--- src/rtl/if_id_buf_pkg.sv ---
// Shared types and constants for the IF/ID instruction buffer.
package if_id_buf_pkg;

  localparam int TRD_W = 3;
  localparam int XLEN  = 32;

  // One buffered fetch: instruction word, its PC, its thread and a live bit
  // that a thread flush can clear while the slot stays allocated.
  typedef struct packed {
    logic [XLEN-1:0]  ins;
    logic [XLEN-1:0]  pc;
    logic [TRD_W-1:0] trd;
    logic             vld;
  } entry_t;

endpackage

--- src/rtl/if_id_buf_sat_cnt16.sv ---
// 16-bit event counter that sticks at 0xFFFF instead of wrapping.
module sat_cnt16 (
  input  logic        clk,
  input  logic        rst,
  input  logic        inc,
  output logic [15:0] cnt
);

  // Count qualifying cycles, holding at the all-ones ceiling.
  always_ff @(posedge clk) begin
    if (rst) begin
      cnt <= '0;
    end else if (inc && (cnt != '1)) begin
      cnt <= cnt + 16'd1;
    end
  end

endmodule

--- src/rtl/if_id_buf.sv ---
// IF/ID instruction buffer: circular FIFO between fetch and decode with
// global and per-thread flush. Define IFID_PERF_EN to add the saturating
// bubble/stall/flush performance counters and their output ports.
import if_id_buf_pkg::*;

module if_id_buf #(
  parameter int DEPTH = 2
) (
  input  logic             clk,
  input  logic             rst,
  input  logic             if_vld,
  input  logic [XLEN-1:0]  if_ins,
  input  logic [XLEN-1:0]  if_pc,
  input  logic [TRD_W-1:0] if_trd,
  input  logic             if_miss,
  output logic             if_rdy,
  output logic             id_vld,
  output logic [XLEN-1:0]  id_ins,
  output logic [XLEN-1:0]  id_pc,
  output logic [TRD_W-1:0] id_trd,
  input  logic             id_rdy,
  input  logic             flushID,
  input  logic             flush_trd_en,
  input  logic [TRD_W-1:0] flush_trd,
  output logic [$clog2(DEPTH):0] occ
`ifdef IFID_PERF_EN
  ,
  output logic [15:0]      perf_bubble,
  output logic [15:0]      perf_stall,
  output logic [15:0]      perf_flush
`endif
);

  localparam int PW = $clog2(DEPTH);
  localparam int OW = PW + 1;

  entry_t          slots [DEPTH];
  entry_t          head_e;
  logic [PW-1:0]   head;
  logic [PW-1:0]   tail;
  logic [OW-1:0]   occ_q;
  logic [OW-1:0]   occ_nxt;
  logic            rdy_q;
  logic            push;
  logic            pop;
  logic            kill_in;

  assign head_e = slots[head];
  assign occ    = occ_q;
  assign if_rdy = rdy_q;
  assign id_vld = (occ_q != '0) && head_e.vld;
  assign id_ins = head_e.ins;
  assign id_pc  = head_e.pc;
  assign id_trd = head_e.trd;

  // Enqueue/dequeue decisions and next occupancy. An allocated head whose
  // live bit was cleared by a thread flush is popped without a handshake.
  always_comb begin
    kill_in = flush_trd_en && (if_trd == flush_trd);
    push    = if_vld && !if_miss && rdy_q && !flushID && !kill_in;
    pop     = (occ_q != '0) && (!head_e.vld || id_rdy);
    occ_nxt = occ_q;
    if (flushID) begin
      occ_nxt = '0;
    end else begin
      occ_nxt = occ_q + OW'(push) - OW'(pop);
    end
  end

  // Pointer, occupancy and slot storage update. if_rdy is registered from
  // the next occupancy so it never depends combinationally on id_rdy.
  always_ff @(posedge clk) begin
    if (rst) begin
      head  <= '0;
      tail  <= '0;
      occ_q <= '0;
      rdy_q <= 1'b0;
      for (int unsigned i = 0; i < DEPTH; i++) begin
        slots[i] <= '0;
      end
    end else begin
      occ_q <= occ_nxt;
      rdy_q <= (occ_nxt < OW'(DEPTH));
      if (flushID) begin
        head <= '0;
        tail <= '0;
        for (int unsigned i = 0; i < DEPTH; i++) begin
          slots[i].vld <= 1'b0;
        end
      end else begin
        for (int unsigned i = 0; i < DEPTH; i++) begin
          if (flush_trd_en && (slots[i].trd == flush_trd)) begin
            slots[i].vld <= 1'b0;
          end
        end
        if (push) begin
          slots[tail] <= '{ins: if_ins, pc: if_pc, trd: if_trd, vld: 1'b1};
          tail        <= tail + PW'(1);
        end
        if (pop) begin
          head <= head + PW'(1);
        end
      end
    end
  end

`ifdef IFID_PERF_EN
  logic bubble_ev;
  logic stall_ev;
  logic flush_ev;

  // Classify this cycle for the performance counters.
  always_comb begin
    bubble_ev = id_rdy && !id_vld;
    stall_ev  = if_vld && !if_miss && !rdy_q;
    flush_ev  = flushID || flush_trd_en;
  end

  sat_cnt16 u_bubble (.clk(clk), .rst(rst), .inc(bubble_ev), .cnt(perf_bubble));
  sat_cnt16 u_stall  (.clk(clk), .rst(rst), .inc(stall_ev),  .cnt(perf_stall));
  sat_cnt16 u_flush  (.clk(clk), .rst(rst), .inc(flush_ev),  .cnt(perf_flush));
`endif

endmodule

--- config.mk ---
export PLATFORM = sky130hd
export DESIGN_NAME = if_id_buf
export DESIGN_NICKNAME = d
export VERILOG_FILES = /design/src/rtl/if_id_buf_pkg.sv /design/src/rtl/if_id_buf_sat_cnt16.sv /design/src/rtl/if_id_buf.sv
export SDC_FILE = /design/constraint.sdc
export NUM_CORES = 1
export LEC_CHECK = 0
export BUFFER_PORTS_ARGS = -buffer_cell sky130_fd_sc_hd__buf_2
export CORE_MARGIN = 4
export CORE_UTILIZATION = 45
export DETAILED_ROUTE_END_ITERATION = 8
export HOLD_SLACK_MARGIN = 0.06
export PLACE_DENSITY_LB_ADDON = 0.12
export SETUP_SLACK_MARGIN = 0.4
export SLEW_MARGIN = 10
export SYNTH_ARGS = -nofsm -noshare
export SYNTH_HDL_FRONTEND = slang
export SYNTH_HIERARCHICAL = 1
export SYNTH_SLANG_ARGS = --single-unit
--- constraint.sdc ---
create_clock -name clk -period 2.5 [get_ports clk]
set_clock_uncertainty 0.15 [all_clocks]
set_input_delay 0.125 -clock clk [delete_from_list [all_inputs] [get_ports clk]]
set_output_delay 0.125 -clock clk [all_outputs]
set_load 0.03 [all_outputs]
* After elaboration in Yosys (flattened, before gate mapping)
Memories as Yosys holds them, arrays and structs flattened. A register that Yosys moved wholly into a read port is not among the register bits.
Index checks and enable logic that the tools add are counted.
** Storage, ports and cells
- Flip-flop bits (word level) :: 5
- Memory bits (writable) :: 136
- Bits of input ports :: 77
- Output and inout port bits :: 71
- Logic and storage cells :: 57
- Memories :: 1
** Memory list
- slots :: words 2, width 68, rd ports 3, clocked after Yosys merged registers in 1, write ports 3, RTL line if_id_buf.sv:37 : entry_t slots [DEPTH];
** Operators by class
- Add/subtract/negate cells :: 4
- $lt $le $gt $ge :: 1
- Eq/ne operators :: 3
- Multiplexer cells :: 24
- Bitwise gates (word level) :: 4
- Reduce and logical (&&, ||, !) cells :: 16
** Operator list (count)
- two-way mux 1 bit :: 23
- equality test 3 bit :: 3
- logical AND 1 bit :: 9
- zero test 1 bit :: 4
- bitwise OR 1 bit :: 4
- adder 1 bit, second input constant :: 2
- adder 2 x 1 -> 2 bit :: 1
- < comparator 2 bit, second input constant :: 1
- two-way mux 2 bit :: 1
- nonzero test 2 bit :: 1
- OR reduction 2 bit :: 1
- subtractor 2 x 1 -> 2 bit :: 1
- logical OR 1 bit :: 1

* Depth between registers and ports, before layout
Gate-level depths: netlist (run 1).
- Depth in word-level cells :: 9
- Gate-level depth with buffers :: 10
- Depth with buffers taken out :: 9

* Least setup slack after synthesis (run 1)
OpenSTA, ideal clock, no wires.
- Kind :: reg2reg
- Start point :: reg rdy_q, in the netlist if_rdy
- End point :: mem slots[1][10] (netlist name), enable pin
- Setup time :: 0.396 ns
- Arrival :: 2.207 ns
- Data required time :: 1.954 ns
- Path slack :: -0.253 ns
- Cell stages (with the launch flop) :: 6
- Cells stage by stage :: dfxtp_1 -> nand4bb_1 -> a41o_4 -> nor3b_4 -> buf_6 -> or2_2
** RTL lines
- start: declaration :: RTL line if_id_buf.sv:43 : logic rdy_q;
- start signal: assignment :: RTL line if_id_buf.sv:83 : rdy_q <= (occ_nxt < OW'(DEPTH));
- end: declaration :: RTL line if_id_buf.sv:37

==> impl_metrics.yaml, run 1 <==
run:
  cap_violations: 0
power:
  p_leak_nw: 3.51
  switching_power_w: 0.00118
  clockPowerShare: 0.425
  pwr-share-seq: 0.479
  power.share.combinational: 0.096
  swShare: 0.208
  intPower_w: 0.00448
  powerDensity_nw_per_um2: 665
  vdd_drop_max_v: 0.000376
synth:
  syn_inst: 404
  synth_common_cells: "and2_1, edfxtp_1, mux2_2"
  synth_nets: 483
  yosysMostFrequentCell: "and2_1"
  synth_area_per_cell_um2: 15.4
  ys_ff_latch: 142
  yosysWarnings: 6
  synth_cell_types: 24
  synth_xor_area_frac: 0.0183
  synth_ff_type: "edfxtp_1"
  async_reset_ff_frac: 0
  synthTopCellsByArea: "edfxtp_1, and2_1, mux2_2"
  synth_edf_count: 134
  yosysSeqAreaShare: 0.674
  netlist_area_um2: 6210
  yosysTopAreaCell: "edfxtp_1"
  synth_simple_gate_area_share: 0.154
  synth_top_family_by_area: "simple AND/OR/NAND/NOR gates"
  synth_compound_area_frac: 0.00765
  synth-adder-area-share: 0.00403
  synth_top_area_share: 0.648
  synthMuxAreaShare: 0.123
die:
  rows: 42
  die_area_um2: 15700
  chipWidth_um: 125
  start_util: 0.464
  top_level_ports: 148
  die_h_um: 125
  core-area_um2: 13400
timing:
  holdWs_ns: 0.150
  tightest_slew_ns: 0.640
  relSlewSlack: 0.574
  fmax_mhz: 497
  fin_setup_tns_ns: 0
  rsz0062_at_grt: "true"
  setup_violations: 0
  period_share: 0.806
  min_period_ns: 2.01
  drv_slew: 0
  hold_viol: 0
clock_tree:
  htreeDepth: 4
  cts_buffer_depth: 2
  numCtsBuffers: 17
  cts_root_buf: "clkbuf_16"
  clk_pin_slew_worst_paths_ns: 0.05
  clkSinkCount: 142
  cts_tree: "done"
  clk_latency_ns: 0.40
grt:
  grt_max_degree: 69
  grt_pass1_vias: 4280
  grt_use_total: 0.170
  antenna_found_initial: 0
  grt_first_pass_wirelength_um: 21000
  grt_remaining_overflow: 0
setup_path:
  end_kind: "output pin"
  critPathSlowestCell: "mux2_2"
  cpPeakStageDelay_ns: 0.40
  path_class: "flop to output pin"
  path_max_fanout: 67
  path_cells: "buf_12 > mux2_2 > buf_2"
  worstPathRequired_ns: 2.23
  start_kind: "flop"
  worstPathArrival_ns: 1.74
routing:
  ant_nets: 0
  wl_um: 12900
  met3_length_um: 704
  drc: 0
  vias: 3915
  viasPerCell: 4.80
  m1WireLength_um: 5450
  dr_wl_met2_um: 6580
  drtIter0Drc: 210
  drt_pass1_iterations: 4
  maxUsedRoutingLayer: "met4"
  routedWlPerCell_um: 15.8
place:
  detailed_place_hpwl_um: 7660
  io_buffers: 147
  gp_congestion: 0.748
final_layout:
  synthToLayoutAreaGrowth_pct: 36.8
  diodes: 0
  layout-drive-gt1-share: 0.402
  nFillCells: 1062
  fin_nets: 707
worst_hold_path:
  worstHoldPathType: "primary input to flop"
outcome:
  status: "finished, final reports clean"
[final cells by class]
cell class / count / area [um^2] / share of cell area
multi-input combinational: 238 / 1930 / 0.227
tap: 176 / 220 / 0.0259
clock buffer: 21 / 440 / 0.0518
timing repair buffer: 228 / 1590 / 0.187
inverter: 1 / 3.75 / 0.000442
sequential: 142 / 4190 / 0.493
clock inverter: 10 / 121 / 0.0143
[power groups by stage]
stage,clock network (W),logic (W),registers [W]
after floorplan,0,0.000270,0.00276
after global placement,0,0.000451,0.00275
after detailed placement,0,0.000453,0.00276
after CTS,0.00246,0.000545,0.00271
after global routing,0.00255,0.000583,0.00272
final,0.00240,0.000540,0.00271
[registers in the layout, summed over array words and instances, names as in the netlist, named ones only]
signal / flops
head: 1
if_rdy: 1
occ: 2
slots: 136
tail: 1
[layout by cell type (no fill, tap or decap), types with 4 or more instances in the layout]
cell type and n:
clkbuf_1 4, buf_12 5, clkinv_2 4, and2_1 135
mux2_2 67, buf_2 147, nor2_1 5, edfxtp_1 134
nor3_1 4, dfxtp_1 6, xnor2_1 11, dlygate4sd3_1 73
clkbuf_16 17
[logic make-up (layout without fill, tap and decap cells)]
kind of cell / after synthesis / count (layout)
xor+xnor: 13 / 13
mux: 68 / 68
compound gates: 4 / 4
simple gates: 151 / 151
flops: 142 / 142
fa+ha+maj: 2 / 2
buf+inv: 24 / 260
[final timing paths]
kind	slack [ns]	cells after the start	start	end
min	0.15	5	if_miss	tail
max reg2reg	0.49	5	if_rdy	slots[1][34]
min reg2reg	0.40	1	slots[1][0]	slots[1][0]
max	0.49	3	flop	id_ins[4]
[through the flow]
stage / setup WS (ns) / util / power (W) / area, um^2 / instances
final: 0.486 / 0.634 / 0.00565 / 8500 / 816
after CTS: 0.424 / 0.632 / 0.00571 / 8470 / 815
after global routing: 0.383 / 0.634 / 0.00585 / 8500 / 816
after detailed placement: 0.413 / 0.535 / 0.00321 / 7160 / 711
after global placement: 0.467 / 0.535 / 0.00320 / 7160 / 711
after floorplan: 0.200 / - / 0.00303 / 6220 / 404
[metal layers]
metal	global-route usage	vias up
met5	0	-
met4	0.0542	0
met3	0.0473	10
met2	0.297	114
met1	0.203	1905
li1	-	1886
[critical path: cells and delay by family (launching register included)]
family / cells / cell delay (ns)
multiplexers: 1 / 0.40
buffers and inverters: 2 / 0.53
flip-flops: 1 / 0.37
[what timing repair did]
action / 4_1_cts / 5_1_grt
setup endpoints to repair: 67 / 69
hold buffers: 73 / 0
gates resized for setup: 3 / 4
setup buffers: 0 / 1
pin swaps: 0 / 1
hold endpoints to repair: 142 / 0
(Power assumes the default switching activity.)
==> run 2, diff against run 1 <==
--- a/config.mk
+++ b/config.mk
@@ -5,6 +5,7 @@
 export SDC_FILE = /design/constraint.sdc
 export NUM_CORES = 1
 export LEC_CHECK = 0
+export ABC_AREA = 1
 export BUFFER_PORTS_ARGS = -buffer_cell sky130_fd_sc_hd__buf_2
 export CORE_MARGIN = 4
 export CORE_UTILIZATION = 45
==> constraint.sdc (replaced) <==
create_clock -name clk -period 1.9 [get_ports clk]
set_clock_uncertainty 0.15 [all_clocks]
set_input_delay 0.095 -clock clk [delete_from_list [all_inputs] [get_ports clk]]
set_output_delay 0.095 -clock clk [all_outputs]
set_load 0.03 [all_outputs]
==> run 2 against run 1 <==
- the flow now finishes with violations (setup timing)
- non-clock buffer count increased by 80
- routed wire length increased by 52%
- critical path depth unchanged
- global-route usage increased by 4.6 points
- via count increased by 26%
- sequential power increased by 32%
- die area increased by 0.41%
- core utilization increased by 19 points
- first-iteration DRC count increased by 2.9%
- clock-buffer cell count increased by 2
- total power increased by 43%
==> impl_metrics.yaml, run 2 <==
outcome:
  status: "finished with violations"
  violations: "setup timing"
routing:
  drtIter0Drc: 216
  ant_nets: 0
  viasPerCell: 4.93
  wl_um: 19500
  drt_pass1_iterations: 5
  drc: 0
  vias: 4921
  routedWlPerCell_um: 19.5
final_layout:
  multi_input_area_um2: 2520
  diodes: 0
  post-route-util: 0.820
  layout_common_cells: "buf_2, edfxtp_1, nor2_4"
  nFillCells: 699
  largest_reg_flops: 136
  final_common_cell: "buf_2"
  top_register: "slots"
  ff_latch_area_um2: 4190
  fin_nets: 889
  synthToLayoutAreaGrowth_pct: 76.1
  layout-drive-gt1-share: 0.563
die:
  rows: 42
  top_level_ports: 148
  chipWidth_um: 126
  die_area_um2: 15800
  start_util: 0.466
  die_h_um: 126
  core-area_um2: 13400
synth:
  yosysMostFrequentCell: "edfxtp_1"
  synth_edf_count: 134
  synth_area_per_cell_um2: 12.4
  synth_cell_types: 21
  synth_common_cells: "edfxtp_1, nor2_1, inv_1"
  synth_ff_type: "edfxtp_1"
  netlist_area_um2: 6240
  ys_ff_latch: 142
  yosysSeqAreaShare: 0.671
  syn_inst: 503
  yosysTopAreaCell: "edfxtp_1"
  synth_top_area_share: 0.645
  yosysWarnings: 6
  synth_nets: 582
  synthTopCellsByArea: "edfxtp_1, mux2_2, nor2_1"
  async_reset_ff_frac: 0
clock_tree:
  clk_latency_ns: 0.42
  cts_tree: "done"
  cts_buffer_depth: 2
  htreeDepth: 4
  clk_pin_slew_worst_paths_ns: 0.06
  cts_root_buf: "clkbuf_16"
  numCtsBuffers: 17
  clkSinkCount: 142
power:
  intPower_w: 0.00623
  switching_power_w: 0.00187
  p_leak_nw: 4.69
  powerDensity_nw_per_um2: 738
  power.share.combinational: 0.141
  vdd_drop_max_v: 0.000563
  pwr-share-seq: 0.441
  swShare: 0.231
  clockPowerShare: 0.418
setup_path:
  path_class: "flop to output pin"
  path_max_fanout: 27
  end_kind: "output pin"
  worstPathArrival_ns: 1.68
  start_kind: "flop"
  worstPathRequired_ns: 1.65
  r2r-start: "if_rdy"
timing:
  fmax_mhz: 520
  drv_slew: 0
  period_share: 1.01
  fin_setup_tns_ns: -0.0779
  rsz0062_at_grt: "true"
  setup_ws_ns: -0.0223
  relSlewSlack: 0.538
  setup_violations: 10
  tightest_slew_ns: 0.692
  hold_viol: 0
  min_period_ns: 1.92
place:
  io_buffers: 147
  detailed_place_hpwl_um: 8330
  gp_congestion: 0.752
worst_hold_path:
  min_from: "rst"
  worstHoldPathType: "primary input to flop"
grt:
  grt_use_total: 0.216
  antenna_found_initial: 0
  grt_max_degree: 28
  grt_pass1_vias: 4942
  grt_remaining_overflow: 0
  grt_first_pass_wirelength_um: 26100
run:
  cap_violations: 0
## run 2: layout make-up
type / instances / area share
Sequential cell: 142 / 0.382
Timing Repair Buffer: 308 / 0.288
Multi-Input combinational cell: 261 / 0.229
Clock buffer: 23 / 0.0408
Inverter: 80 / 0.0273
Tap cell: 176 / 0.0200
Clock inverter: 9 / 0.0129
## run 2: logic make-up (layout without fill, tap and decap cells)
logic type | count (synthesis) | count (layout) | synth area share
fa+ha+maj | 2 | 2 | 0.00401
flops | 142 | 142 | 0.671
buf+inv | 102 | 420 | 0.0708
compound gates | 3 | 3 | 0.00241
simple gates | 179 | 181 | 0.120
xor+xnor | 8 | 8 | 0.0112
mux | 67 | 67 | 0.121
## run 2: power groups by stage
stage	Combinational, W	Clock [W]	Sequential [W]
final	0.00114	0.00339	0.00358
after global routing	0.00121	0.00356	0.00358
after CTS	0.00100	0.00340	0.00357
after detailed placement	0.000702	0	0.00363
after global placement	0.000701	0	0.00363
after floorplan	0.000431	0	0.00363
## run 2: path summary, 6_finish.rpt
| path | slack, ns | end | depth (start not counted) |
|---|---|---|---|
| worst min register to register | 0.39 | head | 2 |
| worst max-delay path | -0.02 | id_pc[13] | 3 |
| worst min-delay path | 0.14 | if_rdy | 4 |
| worst max register to register | 0 | slots[1][61] | 10 |
## run 2: timing repair
action                                  CTS  global route
pin swaps                                 4             7
cloned                                   24            11
hold buffers                             74             0
endpoints found under the setup margin  324           341
buffers inserted                         25            14
resized for setup                        61           226
endpoints found under the hold margin   141             0
## run 2: critical path, cell delays in order (launching register included)
cell	delay, ns
dfxtp_4	0.45
buf_16	0.23
mux2_2	0.36
buf_2	0.19
## run 2: per-stage QoR
step                hold WS (ns)  cell area, um^2  setup WS (ns)  std cells  power, W
global route               0.176            11000         -0.113        999   0.00835
CTS                       0.0871             9750        0.00197        974   0.00798
finish                     0.144            11000        -0.0223        999   0.00811
floorplan                0.00997             6300        -0.0362        503   0.00406
detailed placement         0.143             7320         0.0838        819   0.00434
global placement           0.139             7320          0.120        819   0.00433
## run 2: layer usage
metal / share of wire / global-route usage / wire [um]
met5: 0 / 0 / 0
met4: 0.014 / 0.0700 / 278
met3: 0.054 / 0.0529 / 1050
met2: 0.53 / 0.376 / 10400
met1: 0.40 / 0.265 / 7790
